## src/rtl/timer_sched_pkg.sv

```systemverilog
// timer_sched_pkg
// Shared types and helpers for the timer_sched controller.
//   state_t    controller FSM states
//   NREQ_DEF   default number of requesters
//   WIDTH_DEF  default delay width (matches the timer cycles port)
//   idx_w()    width of a requester index for a given requester count
package timer_sched_pkg;

  typedef enum logic [1:0] {
    IDLE = 2'd0,
    LOAD = 2'd1,
    RUN  = 2'd2,
    DONE = 2'd3
  } state_t;

  localparam int NREQ_DEF  = 4;
  localparam int WIDTH_DEF = 16;

  // A single requester still needs one index bit so vectors stay legal.
  function automatic int idx_w(input int nreq);
    return (nreq <= 2) ? 1 : $clog2(nreq);
  endfunction

endpackage

```

## src/rtl/timer_sched_rr_pick.sv

```systemverilog
// rr_pick
// Combinational round-robin picker: first set request bit at or after the
// pointer, wrapping modulo NREQ.
// Ports:
//   req      in   NREQ  request vector
//   ptr      in   IW    search start index
//   win      out  NREQ  one-hot winner, 0 when no request
//   win_idx  out  IW    index of the winner, 0 when no request
module rr_pick
  import timer_sched_pkg::*;
#(
  parameter  int NREQ = NREQ_DEF,
  localparam int IW   = idx_w(NREQ)
) (
  input  logic [NREQ-1:0] req,
  input  logic [IW-1:0]   ptr,
  output logic [NREQ-1:0] win,
  output logic [IW-1:0]   win_idx
);

  int   j;
  logic found;

  always_comb begin
    win     = '0;
    win_idx = '0;
    found   = 1'b0;
    j       = 0;
    for (int i = 0; i < NREQ; i++) begin
      j = int'(ptr) + i;
      if (j >= NREQ) j = j - NREQ;
      if (!found && req[j]) begin
        found   = 1'b1;
        win[j]  = 1'b1;
        win_idx = IW'(j);
      end
    end
  end

endmodule

```

## src/rtl/timer_sched.sv

```systemverilog
// timer_sched
// Shares one countdown timer between NREQ requesters. Round-robin grant,
// loads the granted delay into the timer, waits for busy to fall and pulses
// done to the owner.
// Optional feature macro: TIMER_SCHED_ABORT_EN (adds abort / done_aborted and
// drives timer_clear; without it timer_clear is constant 0).
// Ports:
//   clk            in   rising-edge clock
//   reset_n        in   asynchronous active-low reset
//   req            in   per-requester level request, held until done
//   req_cycles     in   delay for requester i in [i*WIDTH +: WIDTH]
//   gnt            out  one-hot owner, 0 when idle
//   done           out  one-cycle pulse to the owner at expiry
//   timer_load     out  timer load strobe
//   timer_cycles   out  timer load value, valid with timer_load
//   timer_busy     in   timer busy
//   timer_clear    out  timer synchronous clear
//   abort          in   (ABORT_EN) cancel the running delay
//   done_aborted   out  (ABORT_EN) qualifies done as an aborted delay
//
// state | meaning
// IDLE  | no owner; arbitrate when a request is pending and the timer is idle
// LOAD  | owner latched; one-cycle load of the latched delay into the timer
// RUN   | timer counting; leave when busy falls
// DONE  | done pulse to owner; pointer moves past owner
module timer_sched
  import timer_sched_pkg::*;
#(
  parameter int NREQ  = NREQ_DEF,
  parameter int WIDTH = WIDTH_DEF
) (
  input  logic                  clk,
  input  logic                  reset_n,
  input  logic [NREQ-1:0]       req,
  input  logic [NREQ*WIDTH-1:0] req_cycles,
  output logic [NREQ-1:0]       gnt,
  output logic [NREQ-1:0]       done,
  output logic                  timer_load,
  output logic [WIDTH-1:0]      timer_cycles,
  input  logic                  timer_busy,
  output logic                  timer_clear
`ifdef TIMER_SCHED_ABORT_EN
  ,
  input  logic                  abort,
  output logic                  done_aborted
`endif
);

  localparam int IW = idx_w(NREQ);

  state_t           state, state_nxt;
  logic [IW-1:0]    ptr;
  logic [IW-1:0]    idx;
  logic [WIDTH-1:0] cyc;
  logic [NREQ-1:0]  win;
  logic [IW-1:0]    win_idx;
  logic [WIDTH-1:0] win_cycles;
  logic [NREQ-1:0]  owner;
  logic             arb;
  logic             abort_hit;

  rr_pick #(.NREQ(NREQ)) u_pick (
    .req     (req),
    .ptr     (ptr),
    .win     (win),
    .win_idx (win_idx)
  );

  // A timer left running by a controller-only reset must expire before
  // anyone is granted.
  assign arb        = (|req) && !timer_busy;
  assign win_cycles = req_cycles[int'(win_idx)*WIDTH +: WIDTH];

`ifdef TIMER_SCHED_ABORT_EN
  logic aborted;

  assign abort_hit    = abort && ((state == LOAD) || (state == RUN));
  assign done_aborted = (state == DONE) && aborted;

  always_ff @(posedge clk or negedge reset_n) begin
    if (!reset_n)            aborted <= 1'b0;
    else if (abort_hit)      aborted <= 1'b1;
    else if (state == DONE)  aborted <= 1'b0;
  end
`else
  assign abort_hit = 1'b0;
`endif

  always_comb begin
    owner      = '0;
    owner[idx] = 1'b1;
  end

  always_ff @(posedge clk or negedge reset_n) begin
    if (!reset_n) begin
      state <= IDLE;
      ptr   <= '0;
      idx   <= '0;
      cyc   <= '0;
    end else begin
      state <= state_nxt;
      if ((state == IDLE) && arb) begin
        idx <= win_idx;
        cyc <= win_cycles;
      end
      if (state == DONE)
        ptr <= (idx == IW'(NREQ-1)) ? '0 : idx + 1'b1;
    end
  end

  always_comb begin
    state_nxt    = state;
    gnt          = '0;
    done         = '0;
    timer_load   = 1'b0;
    timer_cycles = '0;
    timer_clear  = 1'b0;
    case (state)
      IDLE: begin
        // A zero delay never reaches the timer; it completes straight away.
        if (arb) state_nxt = (win_cycles != '0) ? LOAD : DONE;
      end
      LOAD: begin
        gnt = owner;
        if (abort_hit) begin
          timer_clear = 1'b1;
          state_nxt   = DONE;
        end else begin
          timer_load   = 1'b1;
          timer_cycles = cyc;
          state_nxt    = RUN;
        end
      end
      RUN: begin
        gnt = owner;
        if (abort_hit) begin
          timer_clear = 1'b1;
          state_nxt   = DONE;
        end else if (!timer_busy) begin
          state_nxt = DONE;
        end
      end
      DONE: begin
        gnt       = owner;
        done      = owner;
        state_nxt = IDLE;
      end
      default: state_nxt = IDLE;
    endcase
  end

endmodule

```

## config.mk

```make
export PLATFORM = sky130hd
export DESIGN_NAME = timer_sched
export DESIGN_NICKNAME = d
export VERILOG_FILES = /design/src/rtl/timer_sched_pkg.sv /design/src/rtl/timer_sched_rr_pick.sv /design/src/rtl/timer_sched.sv
export SDC_FILE = /design/constraint.sdc
export NUM_CORES = 1
export LEC_CHECK = 0
export CAP_MARGIN = 10
export CORE_MARGIN = 5
export CORE_UTILIZATION = 42
export DETAILED_ROUTE_END_ITERATION = 16
export PLACE_DENSITY = 0.88
export REMOVE_ABC_BUFFERS = 1
export SETUP_SLACK_MARGIN = 0.15
export SYNTH_ARGS = -nofsm -noshare
export SYNTH_HDL_FRONTEND = slang
export SYNTH_SLANG_ARGS = --single-unit
```

## constraint.sdc

```tcl
create_clock -name clk -period 4.1 [get_ports clk]
set_input_delay 0.41 -clock clk [delete_from_list [all_inputs] [get_ports clk]]
set_output_delay 0.41 -clock clk [all_outputs]
set_load 0.02 [all_outputs]
```

## Yosys cells after proc, flatten, opt, wreduce, memory -nomap -nowiden

Index checks and enable logic that the tools add are counted.

- Output and inout port bits: 26
- Bits in registers: 22
- Bits of input ports: 71
- Word-level logic and storage cells: 78

- Reductions and logical operators: 15
- Shifts and indexed selects: 1
- Add/sub/neg operators: 8
- Equal/unequal tests: 6
- Mux-type cells: 34
- $lt $le $gt $ge: 10

Operators with widths:

| cell | number |
|---|---|
| < comparator 32 x 4 -> 1 bit, second input constant | 4 |
| two-way mux 32 bit | 4 |
| greater-or-equal comparator 32 x 4 -> 1 bit, second input constant | 3 |
| subtractor 32 x 4 -> 32 bit, second input constant | 3 |
| variable part select 64 x 7 -> 16 bit | 1 |
| two-way mux 16 bit | 1 |
| two-way mux 2 bit | 8 |
| nonzero test 16 bit | 1 |
| two-way mux 1 bit | 13 |
| binary-select mux 1 bit (select 2 bit) | 4 |
| two-way mux 4 bit | 2 |
| one-hot mux 2 bit (4 select lines) | 1 |
| adder 2 x 2 -> 3 bit, second input constant | 2 |
| equality test 2 bit, second input constant | 3 |
| logical AND 1 bit | 6 |
| logical NOT 1 bit | 4 |
| != test 2 bit, second input constant | 2 |
| OR reduction 4 bit | 1 |
| subtractor 2 x 3 -> 4 bit, second input constant | 1 |
| adder 2 x 1 -> 3 bit, second input constant | 1 |
| greater-or-equal comparator 2 x 3 -> 1 bit, second input constant | 1 |
| < comparator 2 x 3 -> 1 bit, second input constant | 1 |
| OR reduction 3 bit | 1 |
| adder 2 x 1 -> 2 bit, second input constant | 1 |
| 5 further kinds | 5 |

## Depth between registers and ports, before layout

- Depth after elaboration: 20
- Mapped depth: 10
- Mapped depth without buffers: 8

## Hierarchy

From an unflattened synthesis, not the netlist that was laid out.

- Cells, all modules: 172
- Area, all modules: 2084.5 um^2

Modules (own cells, without submodules):

| module | seq. area each (um^2) | area an instance (um^2) | times used | cells an instance |
|---|---|---|---|---|
| timer_sched | 550.5 | 1627.8 | 1 | 123 |
| rr_pick | 0.0 | 456.7 | 1 | 49 |

## Least setup slack after synthesis

No wires, ideal clock.

- Kind: flip-flop to flip-flop
- Start point: register ptr[1]
- End point: register state[1]
- Path buffers: 2
- Path slack: 1782 ps
- Data required time: 4008 ps
- Stages on the path, launching flop included: 10
- Period minus slack after synthesis: 2318 ps
- Data arrival time: 2226 ps
- Cells stage by stage: dfrtp_1 nand2_1 nand3b_1 a2bb2oi_2 buf_4 buf_2 mux2_2 o21ai_0 nand4_1 o31ai_2

- Longest elaborated chain between the ends: 20

Ends and longest elaborated chain:

| element | line | source |
|---|---|---|
| from (decl) | timer_sched.sv:52 | `logic [IW-1:0] ptr;` |
| from (signal assigned) | timer_sched.sv:107 | `ptr <= (idx == IW'(NREQ-1)) ? '0 : idx + 1'b1;` |
| branches (longest 14 deep; another with subtractor 32 x 4 -> 32 bit) | -- |  |
| two-way mux 2 bit (*) | timer_sched_rr_pick.sv:32 | `if (!found && req[j]) begin` |
| variable part select 64 x 7 -> 16 bit (*) | timer_sched.sv:72 | `assign win_cycles = req_cycles[int'(win_idx)*WIDTH +: WIDTH];` |
| nonzero test 16 bit (*) | timer_sched.sv:121 | `if (arb) state_nxt = (win_cycles != '0) ? LOAD : DONE;` |
| two-way mux 2 bit (*) (2 in series) | timer_sched.sv:121 |  |
| one-hot mux 2 bit (4 select lines) (*) | timer_sched.sv:118 | `case (state)` |
| to (signal assigned) | timer_sched.sv:101 | `state <= state_nxt;` |
| to (decl) | timer_sched.sv:51 | `state_t state, state_nxt;` |

Every way passes the cells marked *. The select of a mux whose other input is x is not followed.
A chain may end at the register's enable or synchronous reset.

## Worst setup path after layout

- Start point: input port req[1]
- End point: register state[1]

- Longest elaborated chain between the ends: 18

Ends and longest elaborated chain:

| element | line | source |
|---|---|---|
| from (decl) | timer_sched.sv:34 | `input logic [NREQ-1:0] req,` |
| binary-select mux 1 bit (select 2 bit) | timer_sched_rr_pick.sv:32 |  |
| two-way mux 1 bit (implied by the code) (2 in series) | timer_sched_rr_pick.sv:32 |  |
| two-way mux 1 bit | timer_sched_rr_pick.sv:32 |  |
| logical NOT 1 bit | timer_sched_rr_pick.sv:32 |  |
| logical AND 1 bit | timer_sched_rr_pick.sv:32 |  |
| two-way mux 1 bit | timer_sched_rr_pick.sv:32 |  |
| logical NOT 1 bit | timer_sched_rr_pick.sv:32 |  |
| logical AND 1 bit | timer_sched_rr_pick.sv:32 |  |
| two-way mux 1 bit | timer_sched_rr_pick.sv:32 |  |
| logical NOT 1 bit | timer_sched_rr_pick.sv:32 |  |
| logical AND 1 bit | timer_sched_rr_pick.sv:32 |  |
| two-way mux 2 bit | timer_sched_rr_pick.sv:32 |  |
| variable part select 64 x 7 -> 16 bit | timer_sched.sv:72 |  |
| nonzero test 16 bit | timer_sched.sv:121 |  |
| two-way mux 2 bit (2 in series) | timer_sched.sv:121 |  |
| one-hot mux 2 bit (4 select lines) | timer_sched.sv:118 |  |

Parallel ways exist; a longest one is shown, timed or not. The select of a mux whose other input is x is not followed.

==> reports/metrics.csv <==
stage,metric,value,unit
placement,post-place-ws,0.801,ns
power_and_ir_drop,p_clk_share,9.9,%
setup_path,timing.critical_path.from_type,primary input,
timing,report.final.hold_viol_count,0,
global_route,globalRouteMet1Util,19.6,%
timing,totalNegativeSetupSlack,0,ns
setup_path,critPathCaptureType,flip-flop,
synthesis,ys_seq_area_share,31.3,%
synthesis,ys_warn_count,0,
setup_path,worstSetupPathType,primary input to flip-flop,
timing,setup_repair_after_global_routing_missed_its_margin,no,
clock_tree,cts.path.max_buffers,2,
floorplan,floorplan.core_area,4030,sq um
timing,timing_max_transition_violations_final,0,
run_status,outcome,"complete, no violations",
routing,vias,1648,
power_and_ir_drop,power_frac_seq,25.0,%
clock_tree,tritoncts_clock_tree,done,
synthesis,synth_ff_type,dfrtp_1,
synthesis,syn_inst,180,
power_and_ir_drop,ir_worst_vdd,258,uV
synthesis,synth.top_cells.by_area,"dfrtp_1 (31%), mux2i_1 (16%), mux2_2 (12%), and2_1 (7.1%), ha_1 (6.4%)",
placement,gp_congestion,0.783,
power_and_ir_drop,pwr_density_cell,569,nW/um^2
clock_tree,htreeDepth,1,
hold_path,startpoint_of_the_worst_hold_path,cyc[10]$_DFFE_PN0P_,
run,maxCapViolCount,0,
global_route,globalRouteMet3Util,4.01,%
clock_tree,root_cell_of_the_clock_tree,clkbuf_8,
global_route,grt.total_usage,17.4,%
final_layout,flow.area_growth_from_synthesis,58.6,%
final_layout,design_area,2790,sq um
routing,initialDrtViolationCount,36,
global_route,gr-total-overflow,0,
global_route,grt_use_met2,33.3,%
setup_path,critPathMaxFanout,22,
setup_path,crit_start,req[1],
final_layout,insertedDiodeCount,0,
timing,final.setup_skew,0.00171,ns
floorplan,die_wd,74.7,microns
clock_tree,cts_resized,0,
floorplan,die_height,74.7,microns
global_route,grt_pass1_wl,7480,microns
routing,drt-vias-per-instance,5.13,
floorplan,initial_core_util,43.7,%
floorplan,row_count,23,
setup_path,critical_path_required,4.27,ns
timing,hold_ws,0.479,ns
routing,drc_errors,0,
power_and_ir_drop,internal_power,0.000933,W
final_layout,layout.nets,352,
timing,fmax,334,MHz
clock_tree,cts.hold.buffers_added,0,
clock_tree,post-cts-setup-buffer-count,0,
global_route,initial_antenna_violation_count,0,
timing,finalWorstSetupSlack,1.11,ns
placement,placed_area,2740,sq um
routing,detailed_route_wire_length_per_cell,15.0,microns
routing,total_detailed_routing_wirelength,4810,microns
timing,worst-slew-pin-transition,1.01,ns
routing,final_antenna_net_count,0,
routing,drt_first_pass_iters,4,
synthesis,post_synth_most_frequent_cells,"mux2i_1 (28), dfrtp_1 (22), and2_1 (20), nand2_1 (20), mux2_2 (19)",
placement,buffer_ports.inserted,95,
synthesis,synth_async_sr_flop_share,100,%
synthesis,synth.largest_area_cell,dfrtp_1,
power_and_ir_drop,cellLeakagePower,1.18,nW
synthesis,yosysUniqueCellTypes,31,
global_route,first_global_vias,1618,
placement,dp_hpwl,3910,microns
synthesis,synth_edf_count,0,
floorplan,ios,97,
clock_tree,insertion_delay,0.26,ns
synthesis,post_synth.cell_area_avg,9.78,sq um
hold_path,hold_path.class,flip-flop to flip-flop,
floorplan,die-area,5590,sq um
synthesis,synth.ff_latch_count,22,
global_route,gr-max-usage-layer,met2,
clock_tree,tritoncts.num_buffers,3,
timing,setup_violation_total_in_the_final_timing_report,0,
setup_path,crit-reg2reg-launch,ptr[1]$_DFFE_PN0P_,
timing,period_needed,2.99,ns
setup_path,timing.critical_path.arrival,3.17,ns
power_and_ir_drop,combPwrFrac,65.1,%
timing,layout_worst_path_cycle_share,73.0,%
global_route,maximum_number_of_pins_on_one_net_before_global_route_repair,31,
synthesis,mappedNetlistArea,1760,sq um
power_and_ir_drop,switching_share,41.2,%
synthesis,count_leader_synth,mux2i_1,
synthesis,top_area_cell_type_share_of_the_netlist_area,31.3,%
power_and_ir_drop,power.net_switching,0.000654,W
timing,worst_slew_margin_relative_to_its_limit,32.2,%
clock_tree,clk_pin_slew,0.08,ns
final_layout,layout_cell_share_with_drive_strength_beyond_1,11.4,%
clock_tree,cts.sinks,22,
[layout make-up]
cell class              count  area (sq um)
fillers                   333          1240
flip-flops and latches     22           551
inverters                   6          22.5
multi-input cells         142          1140
well taps                  50          62.6
clock buffers               4          55.1
repair buffers             97           966
[per-stage QoR]
stage	utilization, %	instances	total power [W]
6_report	69.3	321	0.00159
5_1_grt	69.3	321	0.00171
4_1_cts	69.3	321	0.00160
3_5_place_dp	68.0	317	0.00144
3_3_place_gp	68.0	317	0.00140
2_1_floorplan	-	170	0.00105
[routing by layer]
metal	up-vias	share of wire (%)
met2	54	56
met5	-	0
met1	781	36
met3	4	6.4
met4	0	0.64
li1	809	-
[cell families (layout without fill, tap and decap cells)]
| logic type | count (synthesis) | after routing | share of synthesized area, % |
|---|---|---|---|
| simple gates | 55 | 55 | 16.9 |
| mux | 48 | 48 | 29.4 |
| compound gates | 29 | 29 | 11.0 |
| flops | 22 | 22 | 31.3 |
| buf+inv | 16 | 107 | 4.83 |
| fa+ha+maj | 9 | 9 | 6.40 |
| other cells | 1 | 1 | 0.213 |
[worst paths after layout]
path	end	slack [ns]	cells past startpoint
worst max-delay path	state[1]$_DFFE_PN0P_	1.11	9
max in group asynchronous	cyc[11]$_DFFE_PN0P_	2.79	1
min in group asynchronous	ptr[0]$_DFFE_PN0P_	0.70	1
worst max register to register	state[1]$_DFFE_PN0P_	1.26	9
worst min register to register	cyc[10]$_DFFE_PN0P_	0.48	2
worst min-delay path	cyc[10]$_DFFE_PN0P_	0.48	2
[state kept, by name (all words and copies together), names as in the netlist]
register	cells
cyc	16
idx	2
ptr	2
state	2
[critical path, stage by stage]
cell	delay, ns
clkdlybuf4s50_1	0.48
a21oi_1	0.25
a2bb2oi_4	0.42
buf_4	0.41
nor2b_1	0.09
a211oi_1	0.31
a21oi_2	0.06
or4_1	0.52
o31ai_2	0.20
[power by group through the flow]
stage / combinational, W / clock [W] / sequential [W]
after detailed placement: 0.00104 / 0 / 0.000401
after global routing: 0.00113 / 0.000168 / 0.000410
after CTS: 0.00104 / 0.000159 / 0.000397
final: 0.00103 / 0.000157 / 0.000397
after global placement: 0.00101 / 0 / 0.000393
after floorplan: 0.000670 / 0 / 0.000377
[layout by cell type (no fill, tap or decap)]
master / instances
nor2_1: 1
mux4_2: 1
nand4_1: 2
mux2_2: 19
clkdlybuf4s50_1: 95
conb_1: 1
clkbuf_8: 4
a211oi_1: 1
inv_1: 6
nand3b_1: 1
ha_1: 9
nand3_1: 1
and2_1: 20
a2bb2oi_4: 1
a211oi_4: 1
dfrtp_1: 22
a21oi_1: 3
nor2b_1: 6
buf_4: 2
o22ai_1: 1
mux2i_1: 28
o31ai_2: 1
nor4bb_1: 1
a21oi_2: 2
or4_1: 1
o21ai_0: 18
nor3b_1: 1
nor4_1: 1
o32a_1: 1
nand2_1: 20
No activity file was read; power rests on OpenSTA's default activity.
